## config.mk

```make
export PLATFORM = sky130hd
export DESIGN_NAME = nasti_txn_scheduler
export DESIGN_NICKNAME = d
export VERILOG_FILES = /design/src/rtl/nasti_txn_scheduler.sv
export SDC_FILE = /design/constraint.sdc
export NUM_CORES = 1
export LEC_CHECK = 0
export BUFFER_PORTS_ARGS = -buffer_cell sky130_fd_sc_hd__buf_2
export CAP_MARGIN = 10
export CORE_AREA = 2 2 118 120
export CTS_CLUSTER_DIAMETER = 30
export CTS_CLUSTER_SIZE = 12
export DETAILED_ROUTE_END_ITERATION = 6
export DIE_AREA = 0 0 120 122
export GPL_TIMING_DRIVEN = 0
export PLACE_DENSITY = 0.8
export REMOVE_ABC_BUFFERS = 1
export SLEW_MARGIN = 20
export SYNTH_ARGS = -nofsm -noshare
export SYNTH_HDL_FRONTEND = slang
export SYNTH_SLANG_ARGS = --single-unit
```

## constraint.sdc

```tcl
create_clock -name core_clk -period 4.6 [get_ports core_clk]
set_input_delay 0.69 -clock core_clk [delete_from_list [all_inputs] [get_ports core_clk]]
set_output_delay 0.69 -clock core_clk [all_outputs]
set_load 0.05 [all_outputs]
```

## src/rtl/nasti_txn_scheduler.sv

```systemverilog
// -----------------------------------------------------------------------------
// nasti_txn_scheduler
//   Core-clock scheduler sitting behind the NASTI frontend FIFOs. Pops AR/AW
//   bursts, arbitrates read vs write round-robin, and expands each burst into
//   per-beat commands for the DDR command backend. Write bursts finish with a
//   B response push; reads are throttled by an outstanding-burst counter that
//   the read-data path releases with rd_burst_done.
//
// Ports (all logic on rising core_clk, core_rst synchronous active high):
//   ar_rdata/ar_rempty/ar_rden   AR FIFO head (show-ahead) / empty / pop
//   aw_rdata/aw_rempty/aw_rden   AW FIFO head (show-ahead) / empty / pop
//   w_rdata/w_rempty/w_rden      W FIFO head (show-ahead) / empty / pop
//   b_wdata/b_wfull/b_wren       B FIFO write data / full / push
//   cmd_valid/cmd_ready          beat command handshake to the backend
//   cmd_write/addr/id/last       beat direction, byte address, burst id, last
//   cmd_wdata/cmd_wstrb          write data / strobe (strobe 0 on reads)
//   rd_burst_done                one read burst fully returned on R path
//   rd_pending                   read bursts issued but not yet returned
//
// FIFO word layouts (MSB first):
//   ar/aw : {id, addr, len[7:0], size[2:0], burst[1:0], user}
//   w     : {data, strb, last}
//   b     : {id, resp[1:0], user}
// -----------------------------------------------------------------------------
module nasti_txn_scheduler #(
  parameter int C_NASTI_ID_WIDTH   = 4,
  parameter int C_NASTI_ADDR_WIDTH = 32,
  parameter int C_NASTI_DATA_WIDTH = 64,
  parameter int C_NASTI_USER_WIDTH = 1,
  parameter int C_MAX_PENDING      = 5,
  parameter int C_WR_FIRST         = 1,
  localparam int STRB_W = C_NASTI_DATA_WIDTH / 8,
  localparam int AX_W   = C_NASTI_ID_WIDTH + C_NASTI_ADDR_WIDTH + 13 + C_NASTI_USER_WIDTH,
  localparam int W_W    = C_NASTI_DATA_WIDTH + STRB_W + 1,
  localparam int B_W    = C_NASTI_ID_WIDTH + 2 + C_NASTI_USER_WIDTH,
  localparam int PEND_W = $clog2(C_MAX_PENDING + 1)
) (
  input  logic                          core_clk,
  input  logic                          core_rst,
  input  logic [AX_W-1:0]               ar_rdata,
  input  logic                          ar_rempty,
  output logic                          ar_rden,
  input  logic [AX_W-1:0]               aw_rdata,
  input  logic                          aw_rempty,
  output logic                          aw_rden,
  input  logic [W_W-1:0]                w_rdata,
  input  logic                          w_rempty,
  output logic                          w_rden,
  output logic [B_W-1:0]                b_wdata,
  input  logic                          b_wfull,
  output logic                          b_wren,
  output logic                          cmd_valid,
  input  logic                          cmd_ready,
  output logic                          cmd_write,
  output logic [C_NASTI_ADDR_WIDTH-1:0] cmd_addr,
  output logic [C_NASTI_ID_WIDTH-1:0]   cmd_id,
  output logic                          cmd_last,
  output logic [C_NASTI_DATA_WIDTH-1:0] cmd_wdata,
  output logic [STRB_W-1:0]             cmd_wstrb,
  input  logic                          rd_burst_done,
  output logic [PEND_W-1:0]             rd_pending
);

  localparam int ADDR_W = C_NASTI_ADDR_WIDTH;

  typedef struct packed {
    logic [C_NASTI_ID_WIDTH-1:0]   id;
    logic [ADDR_W-1:0]             addr;
    logic [7:0]                    len;
    logic [2:0]                    size;
    logic [1:0]                    burst;
    logic [C_NASTI_USER_WIDTH-1:0] user;
  } ax_t;

  typedef struct packed {
    logic [C_NASTI_DATA_WIDTH-1:0] data;
    logic [STRB_W-1:0]             strb;
    logic                          last;
  } w_t;

  typedef enum logic [1:0] {IDLE, RD_BURST, WR_BURST} state_e;

  ax_t    ar, aw, sel;
  w_t     w;
  state_e state_q, state_d;

  logic [C_NASTI_ID_WIDTH-1:0]   id_q;
  logic [ADDR_W-1:0]             addr_q, addr_next, addr_inc, wrap_mask;
  logic [7:0]                    len_q, beats_left_q;
  logic [2:0]                    size_q;
  logic [1:0]                    burst_q;
  logic [C_NASTI_USER_WIDTH-1:0] user_q;
  logic                          err_q, last_wr_q;
  logic                          rd_req, wr_req, grant_rd, grant_wr;
  logic                          beat_last, accept, pend_inc, pend_dec;

  assign ar  = ar_rdata;
  assign aw  = aw_rdata;
  assign w   = w_rdata;
  assign sel = grant_wr ? aw : ar;

  // B space is reserved at grant time: this block is the B FIFO's only writer,
  // so a non-full FIFO at grant guarantees room for the response.
  assign rd_req    = !ar_rempty && (rd_pending < PEND_W'(C_MAX_PENDING));
  assign wr_req    = !aw_rempty && !b_wfull;
  assign grant_wr  = !core_rst && (state_q == IDLE) && wr_req && (!rd_req || !last_wr_q);
  assign grant_rd  = !core_rst && (state_q == IDLE) && rd_req && !grant_wr;
  assign beat_last = (beats_left_q == 8'd0);
  assign accept    = cmd_valid && cmd_ready;
  assign pend_inc  = accept && !cmd_write && beat_last;
  assign pend_dec  = rd_burst_done && (rd_pending != '0);

  // WRAP bursts step inside a (len+1)<<size aligned window: the high address
  // bits stay put and only the in-window offset rolls over.
  assign addr_inc  = addr_q + (ADDR_W'(1) << size_q);
  assign wrap_mask = ((ADDR_W'(len_q) + ADDR_W'(1)) << size_q) - ADDR_W'(1);

  always_comb begin
    case (burst_q)
      2'd0:    addr_next = addr_q;
      2'd2:    addr_next = (addr_q & ~wrap_mask) | (addr_inc & wrap_mask);
      default: addr_next = addr_inc;
    endcase
  end

  always_ff @(posedge core_clk) begin
    if (core_rst) state_q <= IDLE;
    else          state_q <= state_d;
  end

  always_comb begin
    // NOTE: every output gets a default before the case so no path leaves a
    // signal unassigned, which would otherwise infer a latch.
    state_d   = state_q;
    ar_rden   = 1'b0;
    aw_rden   = 1'b0;
    w_rden    = 1'b0;
    b_wren    = 1'b0;
    b_wdata   = '0;
    cmd_valid = 1'b0;
    cmd_write = 1'b0;
    cmd_addr  = '0;
    cmd_id    = '0;
    cmd_last  = 1'b0;
    cmd_wdata = '0;
    cmd_wstrb = '0;
    // Outputs are forced quiet while reset is held so an abandoned burst
    // cannot push a B response or pop a FIFO on its way out.
    if (!core_rst) begin
      case (state_q)
        IDLE: begin
          ar_rden = grant_rd;
          aw_rden = grant_wr;
          if (grant_wr)      state_d = WR_BURST;
          else if (grant_rd) state_d = RD_BURST;
        end
        RD_BURST: begin
          cmd_valid = 1'b1;
          cmd_addr  = addr_q;
          cmd_id    = id_q;
          cmd_last  = beat_last;
          if (cmd_ready && beat_last) state_d = IDLE;
        end
        WR_BURST: begin
          cmd_valid = !w_rempty;
          cmd_write = 1'b1;
          cmd_addr  = addr_q;
          cmd_id    = id_q;
          cmd_last  = beat_last;
          cmd_wdata = w.data;
          cmd_wstrb = w.strb;
          w_rden    = !w_rempty && cmd_ready;
          if (w_rden && beat_last) begin
            b_wren  = 1'b1;
            // SLVERR when any beat's w_last disagreed with the expected last.
            b_wdata = {id_q, (err_q || (w.last != beat_last)) ? 2'b10 : 2'b00, user_q};
            state_d = IDLE;
          end
        end
        default: state_d = IDLE;
      endcase
    end
  end

  always_ff @(posedge core_clk) begin
    // NOTE: sequential state uses non-blocking assignments only, so every
    // register sees pre-edge values regardless of statement order.
    if (core_rst) begin
      id_q         <= '0;
      addr_q       <= '0;
      len_q        <= '0;
      size_q       <= '0;
      burst_q      <= '0;
      user_q       <= '0;
      beats_left_q <= '0;
      err_q        <= 1'b0;
      last_wr_q    <= (C_WR_FIRST == 0);
      rd_pending   <= '0;
    end else begin
      if (grant_wr || grant_rd) begin
        id_q         <= sel.id;
        addr_q       <= sel.addr;
        len_q        <= sel.len;
        size_q       <= sel.size;
        burst_q      <= sel.burst;
        user_q       <= sel.user;
        beats_left_q <= sel.len;
        err_q        <= 1'b0;
        last_wr_q    <= grant_wr;
      end else if (accept) begin
        beats_left_q <= beats_left_q - 8'd1;
        addr_q       <= addr_next;
        if (cmd_write && (w.last != beat_last)) err_q <= 1'b1;
      end
      // Issue and release in the same cycle cancel out.
      if (pend_inc && !pend_dec)      rd_pending <= rd_pending + PEND_W'(1);
      else if (pend_dec && !pend_inc) rd_pending <= rd_pending - PEND_W'(1);
    end
  end

endmodule

```

**Word level (Yosys, flattened, before mapping)**

Cells that the tools add are included.

- Add/subtract/negate cells: 6
- Magnitude comparators: 1
- Eq/ne operators: 8
- Shifts and indexed selects: 2
- Muxes and demuxes: 40
- Bitwise operators: 4
- Reductions and logical operators: 42

Operators by type and width:

| cell | number |
|---|---|
| $mux 32 | 4 |
| $mux 64 | 2 |
| $and 32x32->32 | 2 |
| $pmux 32 s2 | 1 |
| $mux 50 | 1 |
| $add 32x32->32 | 1 |
| $mux 8 | 4 |
| $not 32->32 | 1 |
| $or 32x32->32 | 1 |
| $shl 1x3->32 const A | 1 |
| $shl 9x3->32 | 1 |
| $sub 32x1->32 const B | 1 |
| $mux 7 | 3 |
| $logic_and 1x1->1 | 17 |
| $mux 1 | 14 |
| $logic_not 1->1 | 11 |
| $mux 2 | 5 |
| $add 8x1->9 const B | 1 |
| $logic_not 8->1 | 1 |
| $mux 4 | 2 |
| $sub 8x1->8 const B | 1 |
| $mux 3 | 2 |
| $ne 2x2->1 const B | 3 |
| $pmux 2 s3 | 1 |
| other kinds (15) | 22 |

- Register bits: 65
- Input bits: 181
- Word-level logic and storage cells: 114

**Logic depth before layout (Yosys ltp)**

Gate-level depths: netlist of run 1.

- Word-level depth: 10
- Mapped depth: 18

**Least setup slack after synthesis of run 1**

No wires, ideal clock.

- Path kind: register to output
- From: reg beats_left_q[0]
- To: out b_wdata[2]
- Data arrival time: 3.956 ns
- Required time: 3.910 ns
- Slack: -0.046 ns
- Cell stages (with the launch flop): 9
- Buffers on the path: 1
- Cell sequence: dfxtp_1 inv_1 ha_1 nand2_1 or3_1 or3_1 clkbuf_1 nor3_1 a21boi_0

- Longest elaborated chain between the ends: 7
- Elaborated cells on any way between the ends: 8
- Classes of those cells: eq/ne: 1; mux: 4; reduce/logical: 3

Ends and longest elaborated chain:

| what | line | RTL |
|---|---|---|
| from (decl) | 89 | `logic [7:0] len_q, beats_left_q;` |
| from (signal assigned) | 207 | `beats_left_q <= sel.len;` |
| from (signal assigned) | 211 | `beats_left_q <= beats_left_q - 8'd1;` |
| $logic_not 8->1 (*) | 108 | `assign beat_last = (beats_left_q == 8'd0);` |
| $ne 1x1->1 | 176 | `b_wdata = {id_q, (err_q \|\| (w.last != beat_last)) ? 2'b10 : 2'b00, user_q};` |
| $logic_or 1x1->1 | 176 |  |
| $mux 2 | 176 |  |
| $mux 7 (*) | 173 | `if (w_rden && beat_last) begin` |
| $mux 7 (*) | 150 | `case (state_q)` |
| $mux 7 (*) | 149 | `if (!core_rst) begin` |
| to (decl) | 49 | `output logic [B_W-1:0] b_wdata,` |

Every way passes the cells marked *; elsewhere a longest branch is shown, timed or not.

==> results of run 1 <==
[routing by layer]
| metal | wire length [µm] | vias to the layer above | global-route usage (%) |
|---|---|---|---|
| li1 | - | 3526 | - |
| met1 | 9580 | 3238 | 39.0 |
| met2 | 9870 | 336 | 44.6 |
| met3 | 2700 | 33 | 11.4 |
| met4 | 254 | 12 | 7.43 |
| met5 | 88 | - | 0 |
[path summary, 6_finish.rpt]
| kind | to | slack, ns | depth (start not counted) |
|---|---|---|---|
| worst max-delay path | register | 0.45 | 11 |
| worst min-delay path | err_q | 0.45 | 2 |
| worst min register to register | err_q | 0.45 | 2 |
| worst max register to register | register | 0.45 | 11 |
[synthesized netlist by cell type, types with 4 or more instances]
| cell type | count | area share (%) |
|---|---|---|
| o31ai_1 | 7 | 0.86 |
| nor2b_1 | 8 | 0.82 |
| o211ai_1 | 6 | 0.74 |
| nor4_1 | 6 | 0.61 |
| clkbuf_1 | 44 | 2.7 |
| a211oi_1 | 24 | 2.9 |
| a41oi_1 | 4 | 0.57 |
| nor3_1 | 17 | 1.4 |
| xor2_1 | 18 | 2.6 |
| a22oi_1 | 34 | 4.2 |
| a21oi_1 | 39 | 3.2 |
| a31oi_1 | 6 | 0.61 |
| nor2_1 | 58 | 3.6 |
| o21ai_1 | 4 | 0.33 |
| nand4_1 | 12 | 1.2 |
| dfxtp_1 | 65 | 21 |
| o22ai_1 | 4 | 0.41 |
| a221oi_1 | 8 | 1.1 |
| and3_1 | 10 | 1.0 |
| o21a_1 | 9 | 1.1 |
| and2_1 | 123 | 13 |
| mux2i_1 | 21 | 3.4 |
| or3_1 | 11 | 1.1 |
| inv_1 | 29 | 1.8 |
| o21ai_0 | 33 | 2.7 |
| nand2b_1 | 11 | 1.1 |
| a21o_1 | 6 | 0.74 |
| xnor2_1 | 14 | 2.0 |
| buf_2 | 9 | 0.74 |
| ha_1 | 16 | 3.3 |
| nand3_1 | 20 | 1.6 |
| nand2_1 | 73 | 4.5 |
[power by group through the flow]
stage | logic [µW] | clock network, µW | registers [µW]
6_report | 877 | 765 | 755
5_1_grt | 960 | 794 | 769
4_1_cts | 871 | 769 | 751
3_5_place_dp | 864 | 0 | 762
3_3_place_gp | 830 | 0 | 758
2_1_floorplan | 578 | 0 | 765
[per-stage QoR]
stage          setup slack, ns  power (µW)  instances
6_report                 0.449        2400       1282
5_1_grt                  0.126        2520       1277
4_1_cts                  0.489        2390       1274
3_5_place_dp             0.384        1630       1259
3_3_place_gp             -6.59        1590       1251
2_1_floorplan            -3.96        1340        767
[worst reg2reg max path, cell delays in order (launching register included)]
cell	delay, ns
dfxtp_1	0.85
inv_1	0.45
nand3_1	0.29
inv_1	0.08
ha_1	0.32
a21boi_0	0.38
o22ai_1	0.17
nor2_1	0.49
nand2_1	0.25
o21ai_0	0.21
a21oi_1	0.09
a2111oi_1	0.42
[kinds of logic after synthesis]
logic type | Yosys count | synth area share, %
compound gates | 229 | 27.3
simple gates | 369 | 33.0
fa+ha+maj | 18 | 3.92
mux | 21 | 3.43
buf+inv | 89 | 5.95
xor+xnor | 34 | 5.11
flops | 65 | 21.3
other cells | 1 | 0.0613
[layout make-up]
| cell class | count | share of cell area [%] |
|---|---|---|
| Antenna cell | 8 | 0.247 |
| Clock buffer | 11 | 3.11 |
| Clock inverter | 4 | 0.940 |
| Inverter | 30 | 1.39 |
| Multi-Input combinational cell | 672 | 55.4 |
| Sequential cell | 65 | 16.0 |
| Tap cell | 180 | 2.78 |
| Timing Repair Buffer | 312 | 20.1 |
==> impl_metrics.env, run 1 <==
export IMPL_grt_pass1_vias=6205
export IMPL_die_h_um=122
export IMPL_drt_iter0_drc=507
export IMPL_worstMarginPinSlew_ns=1.04
export IMPL_synthToLayoutAreaGrowth_pct=32.6
export IMPL_dpl_hpwl_mm=17.6
export IMPL_cts_sinks=65
export IMPL_hp_start="err_q"
export IMPL_hold_ws_ns=0.451
export IMPL_layout_commonest_cell="buf_2"
export IMPL_dpl_cell_area_um2=7760
export IMPL_insertion_delay_ns=0.34
export IMPL_die_area_um2=14600
export IMPL_end_kind="register"
export IMPL_slew_viol_final=0
export IMPL_cts_repair_resized=0
export IMPL_ys_warn_count=0
export IMPL_worst_setup_path_type="reg -> reg"
export IMPL_grt_pass1_wl_mm=33.5
export IMPL_power_internal_uw=1480
export IMPL_power_frac_comb_pct=36.6
export IMPL_final_area_um2=8120
export IMPL_drt_wirelength_per_cell_um=17.5
export IMPL_synthDistinctLibCells=83
export IMPL_ant_nets=0
export IMPL_vdd_drop_max_v=0.000284
export IMPL_seq_area_frac_synth_pct=21.3
export IMPL_fin_nets=1289
export IMPL_synth_cell_area_um2=6120
export IMPL_cts_setup_buffers=0
export IMPL_finClkSkew_ns=0.0103
export IMPL_root_buffer="clkbuf_16"
export IMPL_slew_headroom_pct=30.8
export IMPL_fmax_ghz=0.241
export IMPL_drv_cap=0
export IMPL_cts_made_buffers=9
export IMPL_globalRouteTotalUtil_pct=29.3
export IMPL_coreArea_um2=13500
export IMPL_rows=43
export IMPL_power_frac_clock_pct=31.9
export IMPL_gp_routability_congestion=0.939
export IMPL_port_buffer_count=304
export IMPL_power_density_nw_per_um2=295
export IMPL_cts_hold_fix_buffers=0
export IMPL_gr_total_overflow=0
export IMPL_clk_path_buf_depth=2
export IMPL_post_route_drc_count=0
export IMPL_p_seq_share_pct=31.5
export IMPL_cts_max_level=3
export IMPL_r2r_start="size_q[0]"
export IMPL_die_w_um=120
export IMPL_path_common_cell="inv_1"
export IMPL_finalHoldViolCount=0
export IMPL_cp_slowest_stage_delay_ns=0.85
export IMPL_n_fill_cell=1241
export IMPL_io_pins=306
export IMPL_async_reset_ff_share_pct=0
export IMPL_finalCriticalPeriod_ns=4.15
export IMPL_cp_max_fo=26
export IMPL_multi_input_area_um2=4490
export IMPL_seq_area_um2=1300
export IMPL_rsz0062_at_grt="no"
export IMPL_hp_class="reg -> reg"
export IMPL_synth_edf_count=0
export IMPL_drive_gt1_share_pct=32.8
export IMPL_antenna_found_initial=13
export IMPL_wirelength_mm=22.5
export IMPL_p_switching_uw=912
export IMPL_required_ns=4.80
export IMPL_critPathLaunch="size_q[0]"
export IMPL_period_share_pct=90.2
export IMPL_start_util_pct=45.3
export IMPL_fin_tns_setup_ns=0
export IMPL_avgSynthCellArea_um2=7.41
export IMPL_crit_family="compound AO/OA/AOI/OAI gates"
export IMPL_vias_per_cell=5.57
export IMPL_p_leak_uw=0.00388
export IMPL_status="finished clean"
export IMPL_swShare_pct=38.1
export IMPL_setup_violations=0
export IMPL_critPathArrivalTime_ns=4.35
export IMPL_vias=7145
export IMPL_cts_tree="done"
export IMPL_drt_pass1_iter_count=5
export IMPL_crit_buf_inv=2
export IMPL_synth_cells=826
export IMPL_utilization_pct=60.1
export IMPL_ys_flop_type="dfxtp_1"
export IMPL_cp_start_kind="register"
export IMPL_clk_pin_slew_ns=0.06
export IMPL_final_cell_mix="304 x buf_2, 123 x and2_1, 73 x nand2_1, 64 x dfxtp_1, 56 x nor2_1"
export IMPL_ys_ff_latch=65
export IMPL_crit_chain="inv_1 > nand3_1 > inv_1 > ha_1 > a21boi_0 > o22ai_1 > nor2_1 > nand2_1 > o21ai_0 > a21oi_1 > a2111oi_1"
export IMPL_slowest_stage="dfxtp_1"
export IMPL_grt_max_degree=63
No activity file was read; power rests on OpenSTA's default activity.
==> run 2, diff against run 1 <==
PLACE_DENSITY = default   (was 0.8)
PLACE_DENSITY_LB_ADDON = 0.1   (was default)
==> run 2 against run 1 <==
Flip-flop and latch count did not move. Register-to-register slack barely moved. Non-clock buffer count did not move. Critical path type unchanged.
==> impl_metrics.env, run 2 (synthesized netlist as in run 1, its figures left out) <==
export IMPL_cts_made_buffers=9
export IMPL_cts_repair_resized=0
export IMPL_gr_total_overflow=0
export IMPL_power_density_nw_per_um2=286
export IMPL_place_inst=1259
export IMPL_fin_nets=1289
export IMPL_hold_depth=2
export IMPL_drt_met1_wl_mm=10.9
export IMPL_met3_wirelength_mm=2.84
export IMPL_die_w_um=120
export IMPL_r2r_slack_ns=0.45
export IMPL_worst_setup_path_type="reg -> reg"
export IMPL_gp_routability_congestion=0.911
export IMPL_finalCriticalPeriod_ns=4.15
export IMPL_finalHoldViolCount=0
export IMPL_p_leak_uw=0.00386
export IMPL_grt_pass1_wl_mm=34.9
export IMPL_hp_class="reg -> reg"
export IMPL_post_route_drc_count=0
export IMPL_slowest_stage="dfxtp_1"
export IMPL_die_area_um2=14600
export IMPL_critPathArrivalTime_ns=4.41
export IMPL_required_ns=4.86
export IMPL_crit_family="simple AND/OR/NAND/NOR gates"
export IMPL_slew_headroom_pct=32.3
export IMPL_finClkSkew_ns=0.00500
export IMPL_vias_per_cell=5.61
export IMPL_top_layer="met5"
export IMPL_globalRouteTotalUtil_pct=30.9
export IMPL_antenna_found_initial=6
export IMPL_wirelength_mm=23.8
export IMPL_io_pins=306
export IMPL_vdd_drop_max_v=0.000286
export IMPL_crit_buf_inv=1
export IMPL_met2_wirelength_mm=9.77
export IMPL_hp_start="err_q"
export IMPL_report_power_total_uw=2300
export IMPL_slew_viol_final=0
export IMPL_cts_max_level=3
export IMPL_fin_tns_setup_ns=0
export IMPL_drt_iter0_drc=473
export IMPL_setup_violations=0
export IMPL_r2r_start="size_q[0]"
export IMPL_timing_final_ws_setup_ns=0.451
export IMPL_period_share_pct=90.2
export IMPL_min_to="err_q"
export IMPL_start_util_pct=45.3
export IMPL_cts_tree="done"
export IMPL_vias=7154
export IMPL_layout_commonest_cell="buf_2"
export IMPL_rows=43
export IMPL_dpl_hpwl_mm=18.9
export IMPL_synthToLayoutAreaGrowth_pct=31.7
export IMPL_rsz0062_at_grt="no"
export IMPL_cts_sinks=65
export IMPL_end_kind="register"
export IMPL_cp_start_kind="register"
export IMPL_ant_nets=0
export IMPL_grt_max_degree=54
export IMPL_crit_chain="inv_1 > o2111ai_2 > nand4_2 > o41ai_2 > nor3b_4 > nand4b_4 > nor3_1 > ha_1 > o211ai_1 > nor4_1 > xor2_1 > nand2_1 > a21oi_1"
export IMPL_n_fill_cell=1330
export IMPL_cts_hold_fix_buffers=0
export IMPL_hold_ws_ns=0.470
export IMPL_root_buffer="clkbuf_16"
export IMPL_insertion_delay_ns=0.34
export IMPL_stdcell_count=1276
export IMPL_place_ws_ns=0.364
export IMPL_drive_gt1_share_pct=32.8
export IMPL_clk_path_buf_depth=2
export IMPL_grt_pass1_vias=6111
export IMPL_final_cell_mix="304 x buf_2, 123 x and2_1, 73 x nand2_1, 64 x dfxtp_1, 56 x nor2_1"
export IMPL_worstMarginPinSlew_ns=1.02
export IMPL_cp_max_fo=26
export IMPL_drv_cap=0
export IMPL_cp_slowest_stage_delay_ns=0.84
export IMPL_cts_setup_buffers=0
export IMPL_drt_wirelength_per_cell_um=18.6
export IMPL_status="finished clean"
export IMPL_drt_pass1_iter_count=5
export IMPL_coreArea_um2=13500
export IMPL_die_h_um=122
export IMPL_fmax_ghz=0.241
export IMPL_ff2ff_path_depth=13
export IMPL_port_buffer_count=304
export IMPL_clk_pin_slew_ns=0.06
## run 2: changes by cell type in the layout (fill, tap and decap cells not counted)
cell,previous run,this run
bufinv_16,2,1
clkbuf_8,2,0
clkinv_4,1,0
clkinvlp_4,1,2
buf_4,5,4
clkinv_2,0,3
buf_6,0,1
diode_2,8,2
## run 2: worst max path at each step
stage / from / end / slack (ns) / cells past startpoint
2_1_floorplan: rd_pending[0] / register / -3.96 / 7
3_3_place_gp: core_rst / register / -7.34 / 9
3_5_place_dp: core_rst / rd_pending[2] / 0.36 / 11
4_1_cts: size_q[1] / register / 0.41 / 13
5_1_grt: size_q[0] / register / 0.006 / 13
6_report: size_q[0] / register / 0.45 / 13
## run 2: area by class of cell
class | count | area, µm² | share of cell area [%]
Sequential cell | 65 | 1300 | 16.2
Multi-Input combinational cell | 672 | 4490 | 55.7
Tap cell | 180 | 225 | 2.79
Clock buffer | 9 | 225 | 2.79
Clock inverter | 6 | 60.1 | 0.745
Antenna cell | 2 | 5.00 | 0.0621
Inverter | 30 | 113 | 1.40
Timing Repair Buffer | 312 | 1640 | 20.3
## run 2: through the flow
| step | instance area [µm²] | utilization [%] |
|---|---|---|
| global route | 8060 | 59.6 |
| CTS | 8050 | 59.6 |
| global placement | 7620 | 56.4 |
| floorplan | 5870 | - |
| finish | 8060 | 59.7 |
| detailed placement | 7770 | 57.5 |
## run 2: report_power, final
group	total [µW]	switching (µW)	internal, µW
Sequential	755	119	635
Combinational	868	521	347
Clock	680	267	413
Total	2300	907	1400
## run 2: layer usage
| metal | vias up | GRT usage (%) |
|---|---|---|
| li1 | 3515 | - |
| met1 | 3256 | 45.1 |
| met2 | 352 | 43.9 |
| met3 | 23 | 11.1 |
| met4 | 8 | 4.63 |
| met5 | - | 0 |
## run 2: worst reg2reg max path, delay by kind of cell (launching register included)
family / cells / cell delay [ns]
AND/OR/NAND/NOR: 6 / 1.49
AO/OA/AOI/OAI: 4 / 0.94
flip-flops: 1 / 0.84
buffers and inverters: 1 / 0.44
adder cells (fa/ha/maj): 1 / 0.19
XOR/XNOR: 1 / 0.19
==> run 3, diff against run 2 <==
ABC_CLOCK_PERIOD_IN_PS = 4550   (was default)
clock period = 4.55 ns   (was 4.6 ns; I/O delays follow)
==> run 3 against run 2 <==
Combinational power is 1% higher. First-iteration DRC count is the same. Sequential power up 1%. Global-route usage is the same. Critical path type unchanged.
==> impl_metrics.env, run 3 (synthesized netlist as in run 1, its figures left out) <==
export IMPL_grt_pass1_wl_mm=34.9
export IMPL_die_h_um=122
export IMPL_coreArea_um2=13500
export IMPL_rows=43
export IMPL_crit_chain="ha_1 > and3_1 > xnor2_2 > a211oi_1 > a211o_1 > a211oi_4 > nand4b_4 > nor3_1 > ha_1 > o211ai_1 > nor4_1 > xor2_1 > nand2_1 > a21oi_1"
export IMPL_cts_made_buffers=9
export IMPL_cts_sinks=65
export IMPL_critPathArrivalTime_ns=4.40
export IMPL_dpl_cell_area_um2=7770
export IMPL_cts_setup_buffers=0
export IMPL_worst_setup_path_type="reg -> reg"
export IMPL_vias=7154
export IMPL_port_buffer_count=304
export IMPL_final_cell_mix="304 x buf_2, 123 x and2_1, 73 x nand2_1, 63 x dfxtp_1, 56 x nor2_1"
export IMPL_clk_path_buf_depth=2
export IMPL_finalCriticalPeriod_ns=4.14
export IMPL_power_frac_clock_pct=29.5
export IMPL_synthToLayoutAreaGrowth_pct=31.7
export IMPL_clk_pin_slew_ns=0.06
export IMPL_fmax_ghz=0.241
export IMPL_die_w_um=120
export IMPL_grt_max_degree=54
export IMPL_final_area_um2=8060
export IMPL_path_common_cell="ha_1"
export IMPL_stdcell_count=1276
export IMPL_gp_routability_congestion=0.911
export IMPL_crit_buf_inv=0
export IMPL_period_share_pct=91.1
export IMPL_status="finished clean"
export IMPL_required_ns=4.81
export IMPL_ant_nets=0
export IMPL_p_switching_uw=917
export IMPL_vdd_drop_max_v=0.000289
export IMPL_slew_headroom_pct=32.3
export IMPL_hold_ws_ns=0.470
export IMPL_grt_pass1_vias=6111
export IMPL_antenna_found_initial=6
export IMPL_multi_input_area_um2=4490
export IMPL_wirelength_mm=23.8
export IMPL_slowest_stage="dfxtp_1"
export IMPL_power_density_nw_per_um2=289
export IMPL_drt_pass1_iter_count=5
export IMPL_swShare_pct=39.4
export IMPL_fin_nets=1289
export IMPL_dpl_hpwl_mm=18.9
export IMPL_finClkSkew_ns=0.00500
export IMPL_gr_total_overflow=0
export IMPL_power_frac_comb_pct=37.7
export IMPL_start_util_pct=45.3
export IMPL_post_route_drc_count=0
export IMPL_cp_start_kind="register"
export IMPL_drt_iter0_drc=473
export IMPL_slew_viol_final=0
export IMPL_drt_wirelength_per_cell_um=18.6
export IMPL_hp_class="reg -> reg"
export IMPL_cts_tree="done"
export IMPL_crit_family="simple AND/OR/NAND/NOR gates"
export IMPL_n_fill_cell=1330
export IMPL_p_leak_uw=0.00386
export IMPL_seq_area_um2=1300
export IMPL_cts_max_level=3
export IMPL_worstMarginPinSlew_ns=1.02
export IMPL_die_area_um2=14600
export IMPL_cp_slowest_stage_delay_ns=0.62
export IMPL_vias_per_cell=5.61
export IMPL_root_buffer="clkbuf_16"
export IMPL_globalRouteTotalUtil_pct=30.9
export IMPL_fin_tns_setup_ns=0
export IMPL_end_kind="register"
export IMPL_layout_commonest_cell="buf_2"
export IMPL_power_internal_uw=1410
export IMPL_drv_cap=0
export IMPL_io_pins=306
export IMPL_drive_gt1_share_pct=32.9
export IMPL_setup_violations=0
export IMPL_p_seq_share_pct=32.8
export IMPL_insertion_delay_ns=0.34
export IMPL_rsz0062_at_grt="no"
export IMPL_cp_max_fo=15
export IMPL_place_inst=1259
export IMPL_finalHoldViolCount=0
## run 3: worst paths after layout
check / startpoint / end / slack (ns) / cells past startpoint
worst max-delay path: len_q[0] / register / 0.41 / 14
worst min-delay path: err_q / err_q / 0.47 / 2
worst max register to register: len_q[0] / register / 0.41 / 14
worst min register to register: err_q / err_q / 0.47 / 2
## run 3: stage by stage
step / power, µW / utilization, % / setup slack, ns
after floorplan: 1360 / - / -4.01
after global placement: 1620 / 56.4 / -7.38
after detailed placement: 1640 / 57.5 / 0.321
after CTS: 2320 / 59.6 / 0.356
after global routing: 2460 / 59.7 / 0.0845
final: 2330 / 59.7 / 0.406
## run 3: cell type report
class	instances	area share, %
clock buffer	9	2.79
multi-input combinational	672	55.7
antenna	2	0.0621
tap	180	2.79
timing repair buffer	312	20.3
inverter	30	1.40
clock inverter	6	0.745
sequential	65	16.2
## run 3: per-layer routing
metal | part of all wire (%) | global-route usage [%]
met1 | 46 | 45.1
met2 | 41 | 43.9
met3 | 12 | 11.1
met4 | 0.78 | 4.63
met5 | 0.26 | 0
## run 3: worst min-delay path, delay by kind of cell, from the launching register on
family	cells	cell delay [ns]
buffers and inverters	1	0.07
DFF	1	0.30
AOI/OAI and AO/OA	1	0.06
## run 3: timing repair
| action | CTS | global route |
|---|---|---|
| hold buffers | 0 | 0 |
| resized for setup | 0 | 1 |
| endpoints found under the setup margin | 0 | 1 |
## run 3: power by group through the flow
stage / combinational, µW / sequential, µW / clock [µW]
6_report: 877 / 763 / 688
5_1_grt: 967 / 780 / 716
4_1_cts: 876 / 760 / 687
3_5_place_dp: 873 / 770 / 0
3_3_place_gp: 849 / 772 / 0
2_1_floorplan: 585 / 773 / 0
